## config.mk

```make
export PLATFORM = sky130hd
export DESIGN_NAME = div_share_arb_flat
export DESIGN_NICKNAME = d
export VERILOG_FILES = /design/src/rtl/div_share_arb_pkg.sv /design/src/rtl/div_share_arb_if.sv /design/src/rtl/div_share_arb_rr_arbiter.sv /design/src/rtl/div_share_arb.sv /design/src/flat_wrapper.sv
export SDC_FILE = /design/constraint.sdc
export NUM_CORES = 1
export LEC_CHECK = 0
export ABC_AREA = 0
export BUFFER_PORTS_ARGS = -buffer_cell sky130_fd_sc_hd__buf_2
export CAP_MARGIN = 20
export CORE_AREA = 4 4 177 179
export CTS_CLUSTER_SIZE = 40
export DETAILED_ROUTE_END_ITERATION = 16
export DIE_AREA = 0 0 181 183
export PLACE_DENSITY = 0.7
export SLEW_MARGIN = 25
export SYNTH_ARGS = -nofsm -noshare
export SYNTH_HDL_FRONTEND = slang
export SYNTH_SLANG_ARGS = --single-unit
export TNS_END_PERCENT = 5
```

## constraint.sdc

```tcl
create_clock -name i_clk -period 4.3 [get_ports i_clk]
set_input_delay 1.29 -clock i_clk [delete_from_list [all_inputs] [get_ports i_clk]]
set_output_delay 1.29 -clock i_clk [all_outputs]
set_load 0.005 [all_outputs]
```

## src/rtl/div_share_arb_pkg.sv

```systemverilog
// Shared types and elaboration-time helpers for the divider-sharing arbiter.
package div_share_pkg;

    typedef enum logic [1:0] {
        IDLE  = 2'd0,
        ISSUE = 2'd1,
        WAIT  = 2'd2,
        RESP  = 2'd3
    } state_t;

    localparam int unsigned MAX_DATA_W = 64;

    // Index width for n items; never narrower than one bit.
    function automatic int unsigned id_width(input int unsigned n);
        return (n < 2) ? 1 : $clog2(n);
    endfunction

    // All-ones pattern of width w, returned right-aligned in MAX_DATA_W bits.
    function automatic logic [MAX_DATA_W-1:0] dbz_quotient(input int unsigned w);
        if (w >= MAX_DATA_W) begin
            return '1;
        end
        return (MAX_DATA_W'(1) << w) - MAX_DATA_W'(1);
    endfunction

endpackage

```

## src/rtl/div_share_arb_if.sv

```systemverilog
// Requester and divider side signals of the divider-sharing arbiter.
interface div_share_arb_if #(
    parameter int unsigned NUM_REQ   = 4,
    parameter int unsigned SIZE_DATA = 32
);
    logic [NUM_REQ-1:0]           i_req_valid;
    logic [NUM_REQ-1:0]           o_req_ready;
    logic [NUM_REQ*SIZE_DATA-1:0] i_req_dividend;
    logic [NUM_REQ*SIZE_DATA-1:0] i_req_divisor;
    logic [NUM_REQ-1:0]           o_resp_valid;
    logic [SIZE_DATA-1:0]         o_resp_quotient;
    logic [SIZE_DATA-1:0]         o_resp_remainder;
    logic                         o_resp_dbz;
    logic                         o_resp_err;
    logic                         o_div_en;
    logic [SIZE_DATA-1:0]         o_div_dividend;
    logic [SIZE_DATA-1:0]         o_div_divisor;
    logic [SIZE_DATA-1:0]         i_div_quotient;
    logic [SIZE_DATA-1:0]         i_div_remainder;
    logic                         i_div_valid;
    logic                         o_busy;

    // Arbiter view.
    modport master (
        input  i_req_valid, i_req_dividend, i_req_divisor,
        input  i_div_quotient, i_div_remainder, i_div_valid,
        output o_req_ready, o_resp_valid, o_resp_quotient, o_resp_remainder,
        output o_resp_dbz, o_resp_err, o_div_en, o_div_dividend, o_div_divisor, o_busy
    );

    // Requesters plus divider view.
    modport slave (
        output i_req_valid, i_req_dividend, i_req_divisor,
        output i_div_quotient, i_div_remainder, i_div_valid,
        input  o_req_ready, o_resp_valid, o_resp_quotient, o_resp_remainder,
        input  o_resp_dbz, o_resp_err, o_div_en, o_div_dividend, o_div_divisor, o_busy
    );
endinterface

```

## src/rtl/div_share_arb_rr_arbiter.sv

```systemverilog
// Combinational round-robin pick: search starts one past the pointer.
module rr_arbiter
    import div_share_pkg::*;
#(
    parameter  int unsigned NUM_REQ = 4,
    localparam int unsigned ID_W    = id_width(NUM_REQ)
) (
    input  logic [NUM_REQ-1:0] req,
    input  logic [ID_W-1:0]    ptr,
    input  logic               en,
    output logic [NUM_REQ-1:0] grant,
    output logic [ID_W-1:0]    idx,
    output logic               grant_any
);

    logic [ID_W-1:0] cand;

    always_comb begin
        grant     = '0;
        idx       = '0;
        grant_any = 1'b0;
        cand      = '0;
        for (int unsigned i = 1; i <= NUM_REQ; i++) begin
            cand = ID_W'((32'(ptr) + i) % NUM_REQ);
            if (en && !grant_any && req[cand]) begin
                grant_any   = 1'b1;
                idx         = cand;
                grant[cand] = 1'b1;
            end
        end
    end

endmodule

```

## src/rtl/div_share_arb.sv

```systemverilog
// Shares one multi-cycle divider among NUM_REQ requesters, one operation at a time,
// with local divide-by-zero handling and a divider timeout.
module div_share_arb
    import div_share_pkg::*;
#(
    parameter int unsigned NUM_REQ   = 4,
    parameter int unsigned SIZE_DATA = 32,
    parameter int unsigned TIMEOUT   = 256
) (
    input  logic           i_clk,
    input  logic           i_rst_n,
    div_share_arb_if.master bus
);

    localparam int unsigned ID_W  = id_width(NUM_REQ);
    localparam int unsigned CNT_W = id_width(TIMEOUT);
    localparam logic [SIZE_DATA-1:0] DBZ_QUOTIENT = SIZE_DATA'(dbz_quotient(SIZE_DATA));
    localparam logic [CNT_W-1:0]     CNT_LAST     = CNT_W'(TIMEOUT - 1);

    state_t               state;
    logic [ID_W-1:0]      ptr;
    logic [ID_W-1:0]      id;
    logic [CNT_W-1:0]     cnt;

    logic [NUM_REQ-1:0]   gnt;
    logic [ID_W-1:0]      gnt_idx;
    logic                 gnt_any;
    logic [SIZE_DATA-1:0] dividend_arr [NUM_REQ];
    logic [SIZE_DATA-1:0] divisor_arr  [NUM_REQ];
    logic [SIZE_DATA-1:0] sel_dividend;
    logic [SIZE_DATA-1:0] sel_divisor;

    for (genvar k = 0; k < NUM_REQ; k++) begin : g_unpack
        assign dividend_arr[k] = bus.i_req_dividend[k*SIZE_DATA +: SIZE_DATA];
        assign divisor_arr[k]  = bus.i_req_divisor[k*SIZE_DATA +: SIZE_DATA];
    end

    rr_arbiter #(.NUM_REQ(NUM_REQ)) u_rr_arbiter (
        .req       (bus.i_req_valid),
        .ptr       (ptr),
        .en        (state == IDLE),
        .grant     (gnt),
        .idx       (gnt_idx),
        .grant_any (gnt_any)
    );

    // Accept is combinational so the requester sees it in the grant cycle.
    assign bus.o_req_ready = gnt;
    assign sel_dividend    = dividend_arr[gnt_idx];
    assign sel_divisor     = divisor_arr[gnt_idx];

    always_ff @(posedge i_clk or negedge i_rst_n) begin
        if (!i_rst_n) begin
            state                <= IDLE;
            ptr                  <= ID_W'(NUM_REQ - 1);
            id                   <= '0;
            cnt                  <= '0;
            bus.o_resp_valid     <= '0;
            bus.o_resp_quotient  <= '0;
            bus.o_resp_remainder <= '0;
            bus.o_resp_dbz       <= 1'b0;
            bus.o_resp_err       <= 1'b0;
            bus.o_div_en         <= 1'b0;
            bus.o_div_dividend   <= '0;
            bus.o_div_divisor    <= '0;
            bus.o_busy           <= 1'b0;
        end else begin
            bus.o_div_en     <= 1'b0;
            bus.o_resp_valid <= '0;
            case (state)
                IDLE: begin
                    if (gnt_any) begin
                        ptr        <= gnt_idx;
                        id         <= gnt_idx;
                        bus.o_busy <= 1'b1;
                        // A zero divisor is answered locally without starting the divider.
                        if (sel_divisor == '0) begin
                            bus.o_resp_quotient  <= DBZ_QUOTIENT;
                            bus.o_resp_remainder <= sel_dividend;
                            bus.o_resp_dbz       <= 1'b1;
                            bus.o_resp_err       <= 1'b0;
                            bus.o_resp_valid     <= gnt;
                            state                <= RESP;
                        end else begin
                            bus.o_div_dividend <= sel_dividend;
                            bus.o_div_divisor  <= sel_divisor;
                            bus.o_div_en       <= 1'b1;
                            state              <= ISSUE;
                        end
                    end
                end
                ISSUE: begin
                    cnt   <= '0;
                    state <= WAIT;
                end
                WAIT: begin
                    if (bus.i_div_valid) begin
                        bus.o_resp_quotient  <= bus.i_div_quotient;
                        bus.o_resp_remainder <= bus.i_div_remainder;
                        bus.o_resp_dbz       <= 1'b0;
                        bus.o_resp_err       <= 1'b0;
                        bus.o_resp_valid     <= NUM_REQ'(1) << id;
                        state                <= RESP;
                    end else if (cnt == CNT_LAST) begin
                        bus.o_resp_quotient  <= '0;
                        bus.o_resp_remainder <= '0;
                        bus.o_resp_dbz       <= 1'b0;
                        bus.o_resp_err       <= 1'b1;
                        bus.o_resp_valid     <= NUM_REQ'(1) << id;
                        state                <= RESP;
                    end else begin
                        cnt <= cnt + CNT_W'(1);
                    end
                end
                RESP: begin
                    bus.o_busy <= 1'b0;
                    state      <= IDLE;
                end
                default: begin
                    bus.o_busy <= 1'b0;
                    state      <= IDLE;
                end
            endcase
        end
    end

endmodule
```

## src/flat_wrapper.sv

```systemverilog
// flat-port wrapper written by rule: the top's interface ports become plain ports
module div_share_arb_flat import div_share_pkg::*;
#(
    parameter int unsigned NUM_REQ   = 4,
    parameter int unsigned SIZE_DATA = 32,
    parameter int unsigned TIMEOUT   = 256
)
  (i_clk, i_rst_n, bus_i_req_valid, bus_i_req_dividend, bus_i_req_divisor, bus_i_div_quotient, bus_i_div_remainder, bus_i_div_valid, bus_o_req_ready, bus_o_resp_valid, bus_o_resp_quotient, bus_o_resp_remainder, bus_o_resp_dbz, bus_o_resp_err, bus_o_div_en, bus_o_div_dividend, bus_o_div_divisor, bus_o_busy);
  div_share_arb_if #(.NUM_REQ(NUM_REQ), .SIZE_DATA(SIZE_DATA)) bus_i ();
  input  logic i_clk;
  input  logic i_rst_n;
  input wire logic [$bits(bus_i.i_req_valid)-1:0] bus_i_req_valid;
  input wire logic [$bits(bus_i.i_req_dividend)-1:0] bus_i_req_dividend;
  input wire logic [$bits(bus_i.i_req_divisor)-1:0] bus_i_req_divisor;
  input wire logic [$bits(bus_i.i_div_quotient)-1:0] bus_i_div_quotient;
  input wire logic [$bits(bus_i.i_div_remainder)-1:0] bus_i_div_remainder;
  input wire logic [$bits(bus_i.i_div_valid)-1:0] bus_i_div_valid;
  output wire logic [$bits(bus_i.o_req_ready)-1:0] bus_o_req_ready;
  output wire logic [$bits(bus_i.o_resp_valid)-1:0] bus_o_resp_valid;
  output wire logic [$bits(bus_i.o_resp_quotient)-1:0] bus_o_resp_quotient;
  output wire logic [$bits(bus_i.o_resp_remainder)-1:0] bus_o_resp_remainder;
  output wire logic [$bits(bus_i.o_resp_dbz)-1:0] bus_o_resp_dbz;
  output wire logic [$bits(bus_i.o_resp_err)-1:0] bus_o_resp_err;
  output wire logic [$bits(bus_i.o_div_en)-1:0] bus_o_div_en;
  output wire logic [$bits(bus_i.o_div_dividend)-1:0] bus_o_div_dividend;
  output wire logic [$bits(bus_i.o_div_divisor)-1:0] bus_o_div_divisor;
  output wire logic [$bits(bus_i.o_busy)-1:0] bus_o_busy;
  assign bus_i.i_req_valid = bus_i_req_valid;
  assign bus_i.i_req_dividend = bus_i_req_dividend;
  assign bus_i.i_req_divisor = bus_i_req_divisor;
  assign bus_i.i_div_quotient = bus_i_div_quotient;
  assign bus_i.i_div_remainder = bus_i_div_remainder;
  assign bus_i.i_div_valid = bus_i_div_valid;
  assign bus_o_req_ready = bus_i.o_req_ready;
  assign bus_o_resp_valid = bus_i.o_resp_valid;
  assign bus_o_resp_quotient = bus_i.o_resp_quotient;
  assign bus_o_resp_remainder = bus_i.o_resp_remainder;
  assign bus_o_resp_dbz = bus_i.o_resp_dbz;
  assign bus_o_resp_err = bus_i.o_resp_err;
  assign bus_o_div_en = bus_i.o_div_en;
  assign bus_o_div_dividend = bus_i.o_div_dividend;
  assign bus_o_div_divisor = bus_i.o_div_divisor;
  assign bus_o_busy = bus_i.o_busy;
  div_share_arb #(.NUM_REQ(NUM_REQ), .SIZE_DATA(SIZE_DATA), .TIMEOUT(TIMEOUT)) u_core (.i_clk(i_clk), .i_rst_n(i_rst_n), .bus(bus_i));
endmodule
```

# [Yosys cells after proc, flatten, opt, wreduce, memory -nomap -nowiden]
# Cells that the tools add are included.
[classes] n_addsub=5 muxes=71 n_eq_ne=9 n_reduce_logical=25 n_mul=0 n_bitwise=5 n_lt_le_gt_ge=9 shift=1 div_mod_pow=0
[ops] cell="32-bit 2-to-1 mux" count=11
[ops] cell="32-bit binary-select mux with 2-bit select" count=2
[ops] cell="32-bit one-hot mux with 2 select lines" count=2
[ops] cell="32-bit zero test" count=1
[ops] cell="4-bit 2-to-1 mux" count=8
[ops] cell="1-bit 2-to-1 mux" count=24
[ops] cell="2-bit 2-to-1 mux" count=8
[ops] cell="8-bit 2-to-1 mux" count=2
[ops] cell="8-bit one-hot mux with 2 select lines" count=1
[ops] cell="2-bit by 3-bit less-than comparator with 1-bit output (second input constant)" count=4
[ops] cell="4-bit bitwise OR" count=3
[ops] cell="1-bit logical AND" count=11
[ops] cell="8-bit by 1-bit adder with 8-bit output (second input constant)" count=1
[ops] cell="1-bit binary-select mux with 2-bit select" count=4
[ops] cell="1-bit demux with 2-bit select" count=4
[ops] cell="8-bit equality test (second input constant)" count=1
[ops] cell="2-bit by 1-bit greater-or-equal comparator with 1-bit output (second input constant)" count=4
[ops] cell="2-bit one-hot mux with 4 select lines" count=1
[ops] cell="4-bit one-hot mux with 2 select lines" count=1
[ops] cell="1-bit one-hot mux with 2 select lines" count=3
[ops] cell="2-bit AND reduction" count=3
[ops] cell="3-bit AND reduction" count=2
[ops] cell="2-bit nonzero test" count=3
[ops] cell="2-bit by 1-bit adder with 2-bit output (second input constant)" count=2
[ops] cell="other kinds (13)" count=19
[word_totals] in_bits=327 word_cells=138 n_memories=0 ram_bits=0 regBits=150 latchBits=0 out_inout_bits=140 rom_bits=0

# [Logic depth before layout (Yosys ltp)]
# Gate-level depths: netlist of run 1.
[logic_depth] ltp_word=25 ltp_mapped=16 depth_no_buf=11

# [By module]
# From an unflattened synthesis of run 1, not the netlist that was laid out.
[hier_totals] cells_unflattened=849 hier_area_um2=10110.9
[by_module_without_submodules] module="div_share_arb" area_each_um2=9556.7 cells_each=779 instances=1
[by_module_without_submodules] module="rr_arbiter" area_each_um2=554.3 cells_each=70 instances=1

# [Least setup slack after synthesis of run 1]
# OpenSTA, ideal clock, no wires.
[synth_path] kind="input to register" from="input port bus_i_req_valid[2]" to="register u_core.bus.o_resp_remainder[10]" path_stages=9 t_required_ns=4.173 arrival_ns=3.877 n_path_buf=1 setup_slack_ns=0.296 path_cell_list="mux4_2 o32a_1 a2111oi_2 o21ai_1 a221oi_2 nand4_1 a21boi_2 buf_6 mux2_1"
[synth_between] elab_chain_cells=23 elab_cells_between_ends=40 cone_classes="eq/ne (2); mux (25); bitwise (1); reduce/logical (12)"
[synth_rtl] item="start, declared" line="flat_wrapper.sv:12" source="input wire logic [$bits(bus_i.i_req_valid)-1:0] bus_i_req_valid;"
[synth_rtl] item="1-bit binary-select mux with 2-bit select" line="div_share_arb_rr_arbiter.sv:25" source="if (en && !grant_any && req[cand]) begin"
[synth_rtl] item="1-bit 2-to-1 mux (implied by the code)" line="div_share_arb_rr_arbiter.sv:25"
[synth_rtl] item="1-bit logical AND" line="div_share_arb_rr_arbiter.sv:25"
[synth_rtl] item="1-bit 2-to-1 mux" line="div_share_arb_rr_arbiter.sv:25"
[synth_rtl] item="1-bit zero test" line="div_share_arb_rr_arbiter.sv:25"
[synth_rtl] item="1-bit logical AND (2 in a row)" line="div_share_arb_rr_arbiter.sv:25"
[synth_rtl] item="1-bit 2-to-1 mux" line="div_share_arb_rr_arbiter.sv:25"
[synth_rtl] item="1-bit zero test" line="div_share_arb_rr_arbiter.sv:25"
[synth_rtl] item="[4 not listed]"
[synth_rtl] item="1-bit logical AND (2 in a row)" line="div_share_arb_rr_arbiter.sv:25"
[synth_rtl] item="2-bit 2-to-1 mux" line="div_share_arb_rr_arbiter.sv:25"
[synth_rtl] item="2-bit inverter with 3-bit output (implied by the code)" line="div_share_arb.sv:49, div_share_arb.sv:50"
[synth_rtl] item="32-bit binary-select mux with 2-bit select, on equally long branches" line="div_share_arb.sv:50, div_share_arb.sv:49"
[synth_rtl] item="32-bit 2-to-1 mux, on equally long branches (2 in a row)" line="div_share_arb.sv:50, div_share_arb.sv:49"
[synth_rtl] item="32-bit zero test / 32-bit 2-to-1 mux (equally long branches)" line="div_share_arb.sv:77" source="if (sel_divisor == '0) begin"
[synth_rtl] item="2-bit by 1-bit inequality test with 1-bit output (no source line) / 32-bit 2-to-1 mux (equally long branches)"
[synth_rtl] item="4-bit AND reduction (no source line) / 32-bit one-hot mux with 2 select lines (equally long branches)"
[synth_rtl] item="end signal, assigned" line="div_share_arb.sv:79" source="bus.o_resp_remainder <= sel_dividend;"
[synth_rtl] item="end signal, assigned" line="div_share_arb.sv:99" source="bus.o_resp_remainder <= bus.i_div_remainder;"
[synth_rtl] item="end, declared" line="div_share_arb_if.sv:27" source="output o_req_ready, o_resp_valid, o_resp_quotient, o_resp_remainder,"
# Several ways; a longest one is shown, not always the timed one. The select of a mux whose other input is x is not followed.
# A chain may end at the register's enable or synchronous reset.

# [Worst setup path after layout of run 1]
[layout_path] from="input port bus_i_req_valid[0]" to="output port bus_o_req_ready[2]"
[layout_between] elab_chain_cells=16 elab_cells_between_ends=28 cone_classes="mux (15); bitwise (3); reduce/logical (10)"
[layout_rtl] item="1-bit binary-select mux with 2-bit select" line="div_share_arb_rr_arbiter.sv:25"
[layout_rtl] item="1-bit 2-to-1 mux (implied by the code)" line="div_share_arb_rr_arbiter.sv:25"
[layout_rtl] item="1-bit logical AND" line="div_share_arb_rr_arbiter.sv:25"
[layout_rtl] item="1-bit 2-to-1 mux" line="div_share_arb_rr_arbiter.sv:25"
[layout_rtl] item="1-bit zero test" line="div_share_arb_rr_arbiter.sv:25"
[layout_rtl] item="1-bit logical AND (2 in a row)" line="div_share_arb_rr_arbiter.sv:25"
[layout_rtl] item="1-bit 2-to-1 mux" line="div_share_arb_rr_arbiter.sv:25"
[layout_rtl] item="1-bit zero test" line="div_share_arb_rr_arbiter.sv:25"
[layout_rtl] item="1-bit logical AND (2 in a row)" line="div_share_arb_rr_arbiter.sv:25"
[layout_rtl] item="1-bit 2-to-1 mux" line="div_share_arb_rr_arbiter.sv:25"
[layout_rtl] item="1-bit zero test" line="div_share_arb_rr_arbiter.sv:25"
[layout_rtl] item="1-bit logical AND (2 in a row)" line="div_share_arb_rr_arbiter.sv:25"
[layout_rtl] item="4-bit 2-to-1 mux *" line="div_share_arb_rr_arbiter.sv:25"
[layout_rtl] item="end, declared" line="flat_wrapper.sv:18" source="output wire logic [$bits(bus_i.o_req_ready)-1:0] bus_o_req_ready;"
# Mark *: on every way between the ends. The rest lies on a longest branch, timed or not. The select of a mux whose other input is x is not followed.

==> results of run 1 <==
==> worst max-delay path, delay by kind of cell <==
family | cells | cell delay (ns)
mux | 1 | 0.29
compound gates | 2 | 0.30
buf+inv | 4 | 0.54
simple gates | 2 | 0.49
==> cell usage after synthesis (2+ instances only) <==
library cell and number:
nand2_1 376, dfrtp_1 148, nand3_1 72, clkbuf_1 66, a31oi_1 63, nor2_1 51
o21ai_0 43, inv_1 41, mux2i_1 41, nand4_1 39, o221a_2 33, and3_1 32
mux2_1 30, mux2_4 26, nor4_1 21, ha_1 13, buf_1 10, mux2_2 10
buf_4 8, or4_1 8, a21oi_1 6, buf_2 6, buf_6 6, nor3_1 6
nand2b_1 4, or3_1 4, xor2_1 4, a211oi_1 3, a222oi_1 3, o221ai_1 3
a21boi_2 2, a221oi_2 2, dfstp_2 2, mux4_2 2, nor2b_1 2, o2111ai_1 2
o21a_1 2, o32a_1 2
==> timing repair <==
action / 4_1_cts / 5_1_grt
gates resized for setup: 0 / 8
endpoints found under the setup margin: 0 / 4
hold buffers: 0 / 0
setup buffers: 0 / 4
==> area by class of cell <==
type | instances | area [um^2]
clock buffers | 20 | 447
clock inverters | 12 | 143
fillers | 2933 | 15900
inverters | 41 | 154
multi-input cells | 927 | 5680
flip-flops and latches | 150 | 3760
well taps | 390 | 488
repair buffers | 533 | 2960
==> per-stage QoR <==
step           cells  setup TNS (ns)  area (um^2)
2_1_floorplan   1214               0         9950
3_3_place_gp    2037          -19.71        13000
3_5_place_dp    2038          -13.19        13000
4_1_cts         2070               0        13600
5_1_grt         2073               0        13600
6_report        2073               0        13600
==> flip-flops by register name (all words and copies together) (netlist names), 2 cells and up <==
| register | flops |
|---|---|
| u_core.bus.o_resp_valid | 4 |
| u_core.bus.o_div_divisor | 32 |
| u_core.state | 2 |
| u_core.bus.o_div_dividend | 32 |
| u_core.ptr | 2 |
| u_core.bus.o_resp_remainder | 32 |
| u_core.bus.o_resp_quotient | 32 |
| u_core.cnt | 8 |
| u_core.id | 2 |
==> report_power, final <==
part / total, W / leakage, nW / internal (W) / switching, W
logic: 0.00746 / 4.79 / 0.00339 / 0.00407
clock network: 0.00153 / 0.280 / 0.000882 / 0.000651
registers: 0.00259 / 1.77 / 0.00216 / 0.000430
==> layer usage <==
metal	vias to the layer above	part of all wire (%)	global-route usage [%]
met4	0	3.2	7.33
met1	5174	40	27.4
met5	-	0	0
met3	62	7.2	4.62
li1	5184	-	-
met2	526	50	38.3
==> worst max path at each step <==
stage	start	endpoint	slack [ns]
detailed placement	bus_i_req_valid[2]	u_core.bus.o_resp_remainder[27]	-0.23
global placement	bus_i_req_valid[2]	u_core.bus.o_div_divisor[19]	-0.29
global route	bus_i_req_valid[0]	bus_o_req_ready[2]	0.008
finish	bus_i_req_valid[0]	bus_o_req_ready[2]	0.09
floorplan	bus_i_req_valid[2]	u_core.bus.o_resp_remainder[10]	0.30
CTS	bus_i_req_valid[1]	bus_o_req_ready[2]	0.01
==> kinds of logic after synthesis <==
family          synth area share, %
compound gates                 13.7
buf+inv                        6.00
fa+ha+maj                      1.64
mux                            13.0
simple gates                   27.5
xor+xnor                      0.352
flops                          37.8
==> cell usage in the layout (no fill, tap or decap), types with 4 or more instances in the layout <==
master	synthesis	layout
buf_12	0	9
inv_1	41	41
nor4_1	21	21
buf_2	6	465
a21oi_1	6	6
o21ai_0	43	43
nor2_1	51	48
dfrtp_1	148	148
clkbuf_16	0	17
xor2_1	4	4
nand4_1	39	39
mux2_4	26	27
mux2i_1	41	40
a31oi_1	63	63
and3_1	32	32
or4_1	8	8
nand2_1	376	375
nand2b_1	4	4
o221a_2	33	33
mux2_1	30	30
nand3_1	72	72
buf_4	8	57
mux2_2	10	9
nor3_1	6	6
ha_1	13	10
==> summary.txt, run 1 <==
Outcome
  • Status: finished clean

Timing
  • Post-Route Skew: 0.0187 ns
  • Final clock period utilization by the worst path: 97.9%
  • Final Worst Setup Slack: 0.0885 ns
  • Hold WS: 0.483 ns
  • Worst slew margin: 42.0%
  • Slew at the pin closest to its max-slew limit: 0.870 ns
  • Final min period: 4.21 ns
  • Final slew viol count: 0
  • Maximum clock frequency: 0.237 GHz
  • Unrepaired setup endpoints after global routing: false
  • Final setup violation count: 0
  • Final hold vios: 0

Power
  • P_leak: 6.84 nW
  • Total power of the final layout: 0.0116 W
  • Worst supply voltage drop on vdd: 0.498 mV
  • Power density of the placed cells: 851 nW/um^2

Logic synthesis
  • Most used DFF post-synth: dfrtp_1
  • Leading cell types by total area after synthesis: dfrtp_1 (37%), nand2_1 (14%), mux2i_1 (4.1%), a31oi_1 (4.0%), mux2_4 (3.9%)
  • Share of synthesized registers carrying an async set or reset: 100%
  • Post-synthesis register bit count: 150
  • Number of enable flip-flop cells after synthesis: 0
  • Syn_nets: 1,554
  • Post-Syn Area per Cell: 8.19 um^2
  • Synthesized instance count: 1,214
  • Library cell occupying the most area in the post-synthesis netlist: dfrtp_1
  • Syn. warnings: 0
  • Synthesized cell area: 9950 um^2
  • Proportion of synthesized chip area in sequential cells: 37.8%
  • Synth unique cells: 60
  • Post-synth top area share: 37.2%

Critical path
  • Number of cells on the worst reg-to-reg path: 12
  • Crit path required time: 3.01 ns
  • FF-to-FF setup slack: 0.40 ns
  • Chain of cells forming the critical path: buf_2 > buf_4 > mux2_4 > or3_4 > a211oi_2 > buf_4 > a222oi_1 > nand2_1 > buf_2
  • Crit-path max FO: 4
  • Startpoint type of the worst setup path: input port
  • R2r startpoint: u_core.ptr[0]
  • Delay contributed by the slowest stage of the critical path: 0.37 ns
  • Terminus of the critical flop-to-flop path: u_core.bus.o_resp_remainder[27]
  • Signal arrival time at the worst endpoint: 2.92 ns
  • Element type at the critical path end: output port
  • Startpoint-to-endpoint class of the critical path: in -> out
  • Cell type of the slowest stage on the worst timing path: or3_4

Hold path
  • Hold path startpoint: u_core.bus.o_resp_remainder[17]
  • Worst hold endpoint: u_core.bus.o_resp_remainder[17]
  • Hold depth: 1
  • Path type of the worst min-delay path: reg -> reg

Clocking
  • Worst-case clock buffer depth: 2
  • Deepest level of the CTS H-tree: 4
  • CTS tree: yes
  • Clk Latency, worst-skew pair: 0.42 ns
  • Clock-pin slew reported for the worst setup and hold paths after clock tree synthesis: 0.06 ns
  • Clock sinks: 150
  • Num CTS Buffers: 17
  • Clock Root Buffer: clkbuf_16

Cells and area
  • Final core utilization: 46.1%
  • Count of antenna diodes in the layout: 0
  • Area added between synthesis and finish: 37.0%
  • Share of cells above drive strength 1: 39.0%
  • Final net count: 2,010

Route
  • Wire length after detailed routing: 38.2 mm
  • DRC viols: 0
  • Average wire per cell in the routed design: 18.4 um
  • DRT iter0 DRCs: 851
  • Post-route antenna net violation count: 0
  • Vias per cell: 5.28
  • Via total after detailed routing: 10.9k
  • DR pass1 iterations: 5

Floorplanning
  • Width of the die: 181 um
  • Die H: 183 um
  • Number of placement rows: 63
  • Std-Cell Core Area: 29,600 um^2
  • Starting density of the core: 33.6%
  • I/O pins: 467
  • Die outline area: 33,100 um^2

Place
  • DP HPWL: 29.6 mm
  • Port-buffer cells: 466
  • GP Congestion: 0.961
  • Worst setup timing slack at the placement stage: -0.230 ns

Global routing
  • Initial antenna violation count: 0
  • Wire length of the first global-routing pass: 59.0 mm
  • Remaining global-route overflow: 0
  • Vias in the first global route: 10.8k
  • Maximum number of pins on one net before global-route repair: 107
  • Global-route usage over all layers: 22.0%

Run
  • Max capacitance violation total: 0
Power figures use the tool's default switching activity.
==> inputs of run 2 (changes only) <==
CORE_AREA = 2 2 184 186   (was 4 4 177 179)
DIE_AREA = 0 0 186 188   (was 0 0 181 183)
PLACE_DENSITY = 0.65   (was 0.7)
clock period = 5.3 ns   (was 4.3 ns; I/O delays follow)
==> summary.txt, run 2 (synthesized netlist as in run 1, its figures left out) <==
Global routing
  • Initial antenna violation count: 1 (+1)
  • Wire length of the first global-routing pass: 57.8 mm (-2.0%)
  • Global-route usage over all layers: 21.3% (-0.71 points)
  • Vias in the first global route: 10.4k (-4.3%)
  • Maximum number of pins on one net before global-route repair: 107 (unchanged)
  • Remaining global-route overflow: 0 (unchanged)

Place
  • Port-buffer cells: 466 (unchanged)
  • DP HPWL: 28.4 mm (-4.2%)
  • GP Congestion: 0.972 (+1.2%)
  • Worst setup timing slack at the placement stage: 0.0388 ns (+0.269 ns)

Timing
  • Post-Route Skew: 0.0123 ns (-0.00641 ns)
  • Final slew viol count: 0 (unchanged)
  • Sum Neg Setup Slack: 0 ns (unchanged)
  • Final hold vios: 0 (unchanged)
  • Slew at the pin closest to its max-slew limit: 1.01 ns (+0.143 ns)
  • Final Worst Setup Slack: 0.185 ns (+0.0969 ns)
  • Final min period: 5.11 ns
  • Final setup violation count: 0 (unchanged)
  • Final clock period utilization by the worst path: 96.5%
  • Maximum clock frequency: 0.196 GHz
  • Hold WS: 0.481 ns (-0.00202 ns)
  • Unrepaired setup endpoints after global routing: false
  • Worst slew margin: 32.5% (-9.5 points)

Floorplanning
  • Std-Cell Core Area: 33,100 um^2 (+12%)
  • Die H: 188 um (+2.7%)
  • Die outline area: 35,000 um^2 (+5.6%)
  • Number of placement rows: 67 (+6.3%)
  • Starting density of the core: 30.0% (-3.6 points)
  • Width of the die: 186 um (+2.8%)
  • I/O pins: 467 (unchanged)

Route
  • Average wire per cell in the routed design: 18.2 um (-1.1%)
  • Via total after detailed routing: 10.8k (-1.5%)
  • DRT iter0 DRCs: 651 (-24%)
  • DRC viols: 0 (unchanged)
  • Vias per cell: 5.17 (-2.1%)
  • Wire length after detailed routing: 38.0 mm (-0.47%)
  • Post-route antenna net violation count: 0 (unchanged)
  • DR pass1 iterations: 5 (unchanged)

Power
  • Worst supply voltage drop on vdd: 0.465 mV (-6.6%)
  • Total power of the final layout: 0.00905 W (-22%)
  • Power density of the placed cells: 684 nW/um^2 (-20%)
  • P_leak: 6.59 nW (-3.6%)

Cells and area
  • Share of cells above drive strength 1: 37.3% (-1.8 points)
  • Final net count: 1,966 (-2.2%)
  • Count of antenna diodes in the layout: 0 (unchanged)
  • Commonest non-fill, non-tap cells in the layout: buf_2 (465), nand2_1 (375), dfrtp_1 (148), nand3_1 (72), a31oi_1 (63)
  • Area added between synthesis and finish: 33.1%
  • Most frequent standard cell in the layout excluding fill and tap cells: buf_2

Critical path
  • Delay contributed by the slowest stage of the critical path: 0.59 ns (+0.22 ns)
  • Cell type of the slowest stage on the worst timing path: a211oi_1
  • Element type at the critical path end: output port
  • Startpoint-to-endpoint class of the critical path: in -> out
  • Kind of cell with the highest combined delay on the critical path: compound AO/OA/AOI/OAI gates
  • Chain of cells forming the critical path: buf_2 > mux4_2 > inv_1 > nand2_1 > a211oi_1 > a222oi_1 > nand2_1 > buf_2
  • Crit path required time: 3.71 ns (+0.70 ns)
  • Startpoint type of the worst setup path: input port
  • Signal arrival time at the worst endpoint: 3.52 ns (+0.60 ns)
  • Crit-path max FO: 6 (+2)
  • Count of buffer and inverter cells on the critical path: 3 (-1)

Clocking
  • Count of instances resized after the clock tree is built: 0 (unchanged)
  • Setup Fix Bufs, Post-CTS: 0 (unchanged)
  • Num CTS Buffers: 17 (unchanged)
  • Clk Latency, worst-skew pair: 0.43 ns (about the same)
  • Worst-case clock buffer depth: 2 (unchanged)
  • Clock sinks: 150 (unchanged)
  • Clock-pin slew reported for the worst setup and hold paths after clock tree synthesis: 0.06 ns (about the same)
  • Hold-fix buffers at CTS: 0 (unchanged)
  • Clock Root Buffer: clkbuf_16
  • CTS tree: yes
  • Deepest level of the CTS H-tree: 4 (unchanged)

Outcome
  • Status: finished clean

Run
  • Max capacitance violation total: 0 (unchanged)

Hold path
  • Path type of the worst min-delay path: reg -> reg
run 2: per-stage QoR:
stage	utilization (%)	instances	area [um^2]
2_1_floorplan	-	1214	9950
3_3_place_gp	38.2	2055	12700
3_5_place_dp	38.2	2055	12700
4_1_cts	40.0	2087	13200
5_1_grt	40.0	2087	13200
6_report	40.0	2087	13200
run 2: final cells by class:
cell class / count / area, um^2
Tap cell: 448 / 561
Multi-Input combinational cell: 927 / 5650
Fill cell: 3409 / 19900
Sequential cell: 150 / 3760
Clock buffer: 17 / 425
Clock inverter: 15 / 156
Timing Repair Buffer: 489 / 2540
Inverter: 41 / 154
run 2: worst paths after layout:
path                                                 start                              end  slack (ns)  depth (start not counted)
max                                     bus_i_req_valid[2]               bus_o_req_ready[2]        0.19                          8
min                        u_core.bus.o_resp_remainder[21]  u_core.bus.o_resp_remainder[21]        0.48                          1
max reg2reg                                  u_core.ptr[0]    u_core.bus.o_div_dividend[22]        0.55                         12
min reg2reg                u_core.bus.o_resp_remainder[21]  u_core.bus.o_resp_remainder[21]        0.48                          1
max in group asynchronous                          i_rst_n    u_core.bus.o_div_dividend[10]        3.17                          2
min in group asynchronous                          i_rst_n       u_core.bus.o_resp_valid[1]        1.16                          1
run 2: power by group:
part           switching [W]  internal [W]
combinational        0.00326       0.00243
sequential          0.000363       0.00175
clock               0.000576      0.000669
total                0.00420       0.00486
run 2: layer usage:
metal	wire, um	GRT usage, %	vias up
met5	13	0	-
met1	15500	26.2	5169
met3	2570	4.25	59
li1	-	-	5108
met2	19000	36.9	449
met4	993	7.24	2
==> inputs of run 3 (changes only) <==
CORE_AREA = 2 2 181 183   (was 2 2 184 186)
DIE_AREA = 0 0 183 185   (was 0 0 186 188)
PLACE_DENSITY = 0.66   (was 0.65)
==> summary.txt, run 3 (synthesized netlist as in run 1, its figures left out) <==
Route
  • Via total after detailed routing: 10.7k (-0.95%)
  • Average wire per cell in the routed design: 18.5 um (+1.4%)
  • Vias per cell: 5.21 (+0.74%)
  • DRT iter0 DRCs: 646 (-0.77%)
  • DR pass1 iterations: 6 (+1)
  • DRC viols: 0 (unchanged)
  • Post-route antenna net violation count: 0 (unchanged)
  • Wire length after detailed routing: 37.9 mm (-0.29%)

Run
  • Max capacitance violation total: 0 (unchanged)

Timing
  • Final min period: 5.01 ns (-0.106 ns)
  • Sum Neg Setup Slack: 0 ns (unchanged)
  • Slew at the pin closest to its max-slew limit: 1.05 ns (+0.0341 ns)
  • Unrepaired setup endpoints after global routing: false
  • Final clock period utilization by the worst path: 94.5% (-2.0 points)
  • Final hold vios: 0 (unchanged)
  • Maximum clock frequency: 0.200 GHz (+2.1%)
  • Post-Route Skew: 0.0177 ns (+0.00542 ns)
  • Final setup violation count: 0 (unchanged)
  • Final slew viol count: 0 (unchanged)
  • Hold WS: 0.483 ns (+0.00196 ns)
  • Worst slew margin: 30.2% (-2.3 points)

Critical path
  • FF-to-FF setup slack: 0.58 ns (+0.03 ns)
  • Startpoint-to-endpoint class of the critical path: in -> out
  • Signal arrival time at the worst endpoint: 3.42 ns (-0.10 ns)
  • Crit path required time: 3.71 ns (about the same)
  • Terminus of the critical flop-to-flop path: u_core.bus.o_div_dividend[25]
  • Crit-path max FO: 7 (+1)
  • R2r startpoint: u_core.ptr[0]
  • Number of cells on the worst reg-to-reg path: 11 (-1)
  • Element type at the critical path end: output port
  • Startpoint type of the worst setup path: input port

Global routing
  • Remaining global-route overflow: 0 (unchanged)
  • Maximum number of pins on one net before global-route repair: 116 (+8.4%)
  • Initial antenna violation count: 2 (+1)
  • Vias in the first global route: 10.1k (-2.2%)
  • Global-route usage over all layers: 21.6% (+0.26 points)
  • Wire length of the first global-routing pass: 56.8 mm (-1.8%)

Clocking
  • Setup Fix Bufs, Post-CTS: 0 (unchanged)
  • Count of instances resized after the clock tree is built: 0 (unchanged)
  • Deepest level of the CTS H-tree: 4 (unchanged)
  • Hold-fix buffers at CTS: 0 (unchanged)
  • CTS tree: yes
  • Clock-pin slew reported for the worst setup and hold paths after clock tree synthesis: 0.06 ns (about the same)
  • Clk Latency, worst-skew pair: 0.42 ns (about the same)
  • Worst-case clock buffer depth: 2 (unchanged)
  • Clock sinks: 150 (unchanged)
  • Num CTS Buffers: 17 (unchanged)
  • Clock Root Buffer: clkbuf_16

Hold path
  • Path type of the worst min-delay path: reg -> reg
  • Hold depth: 1 (unchanged)
  • Hold path startpoint: u_core.bus.o_resp_remainder[12]
  • Worst hold endpoint: u_core.bus.o_resp_remainder[12]

Outcome
  • Status: finished clean

Cells and area
  • Area added between synthesis and finish: 32.9%
  • Fillers: 3,291 (-3.5%)
  • Multi-input gate area: 5650 um^2 (about the same)
  • Final net count: 1,968 (+0.10%)
  • Commonest non-fill, non-tap cells in the layout: buf_2 (465), nand2_1 (375), dfrtp_1 (148), nand3_1 (72), a31oi_1 (63)
  • Sequential cell area: 3760 um^2 (unchanged)
  • Most frequent standard cell in the layout excluding fill and tap cells: buf_2
  • Share of cells above drive strength 1: 37.3% (about the same)

Power
  • Power density of the placed cells: 685 nW/um^2 (+0.19%)
  • P_leak: 6.60 nW (about the same)
  • Worst supply voltage drop on vdd: 0.465 mV (about the same)

Place
  • DP HPWL: 28.6 mm (+0.79%)
  • Port-buffer cells: 466 (unchanged)
  • GP Congestion: 0.922 (-5.2%)

Floorplanning
  • Number of placement rows: 66 (-1.5%)
  • Starting density of the core: 31.0% (+1.0 points)
  • Die outline area: 33,900 um^2 (-3.2%)
  • I/O pins: 467 (unchanged)
  • Width of the die: 183 um (-1.6%)
  • Die H: 185 um (-1.6%)
  • Std-Cell Core Area: 32,000 um^2 (-3.2%)
## run 3: cell count changes in the layout (fill, tap and decap cells not counted), moves of 2 or more
cell        previous run  this run
clkbuf_8               0         2
buf_4                 21        23
clkinvlp_4             0         3
inv_6                  7         4
diode_2                0         3
inv_8                  3         0
## run 3: metrics by stage
step | total power (W) | setup slack [ns] | std cells | instance area [um^2] | utilization, %
after global routing | 0.00975 | 0.146 | 2050 | 13200 | 41.2
after detailed placement | 0.00785 | 0.0358 | 2017 | 12600 | 39.3
after floorplan | 0.00594 | 0.841 | 1214 | 9950 | -
after global placement | 0.00767 | 0.131 | 2017 | 12600 | 39.3
after CTS | 0.00913 | 0.305 | 2049 | 13200 | 41.2
final | 0.00906 | 0.292 | 2052 | 13200 | 41.2
## run 3: cell type report
type,instances,area share [%]
antenna,3,0.0568
clock buffer,19,3.43
clock inverter,13,1.10
inverter,41,1.16
multi-input combinational,927,42.7
sequential,150,28.4
tap,408,3.86
timing repair buffer,491,19.2
## run 3: power by group
part           total [W]  internal (W)  leakage [nW]  switching [W]
sequential       0.00211       0.00176          1.77       0.000356
clock            0.00125      0.000726         0.287       0.000529
combinational    0.00569       0.00245          4.54        0.00324
total            0.00906       0.00493          6.60        0.00413
## run 3: worst max-delay path by stage
stage                     depth (start not counted)                            end          startpoint  slack (ns)
final                                             8             bus_o_req_ready[2]  bus_i_req_valid[3]        0.29
after global placement                           11  u_core.bus.o_div_dividend[28]  bus_i_req_valid[3]        0.13
after floorplan                                   6             bus_o_req_ready[1]  bus_i_req_valid[2]        0.84
after global routing                              8             bus_o_req_ready[1]  bus_i_req_valid[3]        0.15
after detailed placement                         10  u_core.bus.o_div_dividend[25]  bus_i_req_valid[3]        0.04
after CTS                                         8             bus_o_req_ready[2]  bus_i_req_valid[3]        0.31
## run 3: metal layers
layer	vias to the layer above	global-route usage, %	wire length (um)
met5	-	0	0
met4	0	9.82	1380
met3	68	3.87	2320
met2	453	37.1	18600
met1	5051	26.3	15600
li1	5113	-	-
## run 3: critical path, cell delays in order
cell and delay (ns):
buf_2 0.14, mux4_2 0.53, inv_1 0.11, nand2_1 0.07, a211oi_1 0.50, a222oi_1 0.21, nand2_1 0.14, buf_2 0.13
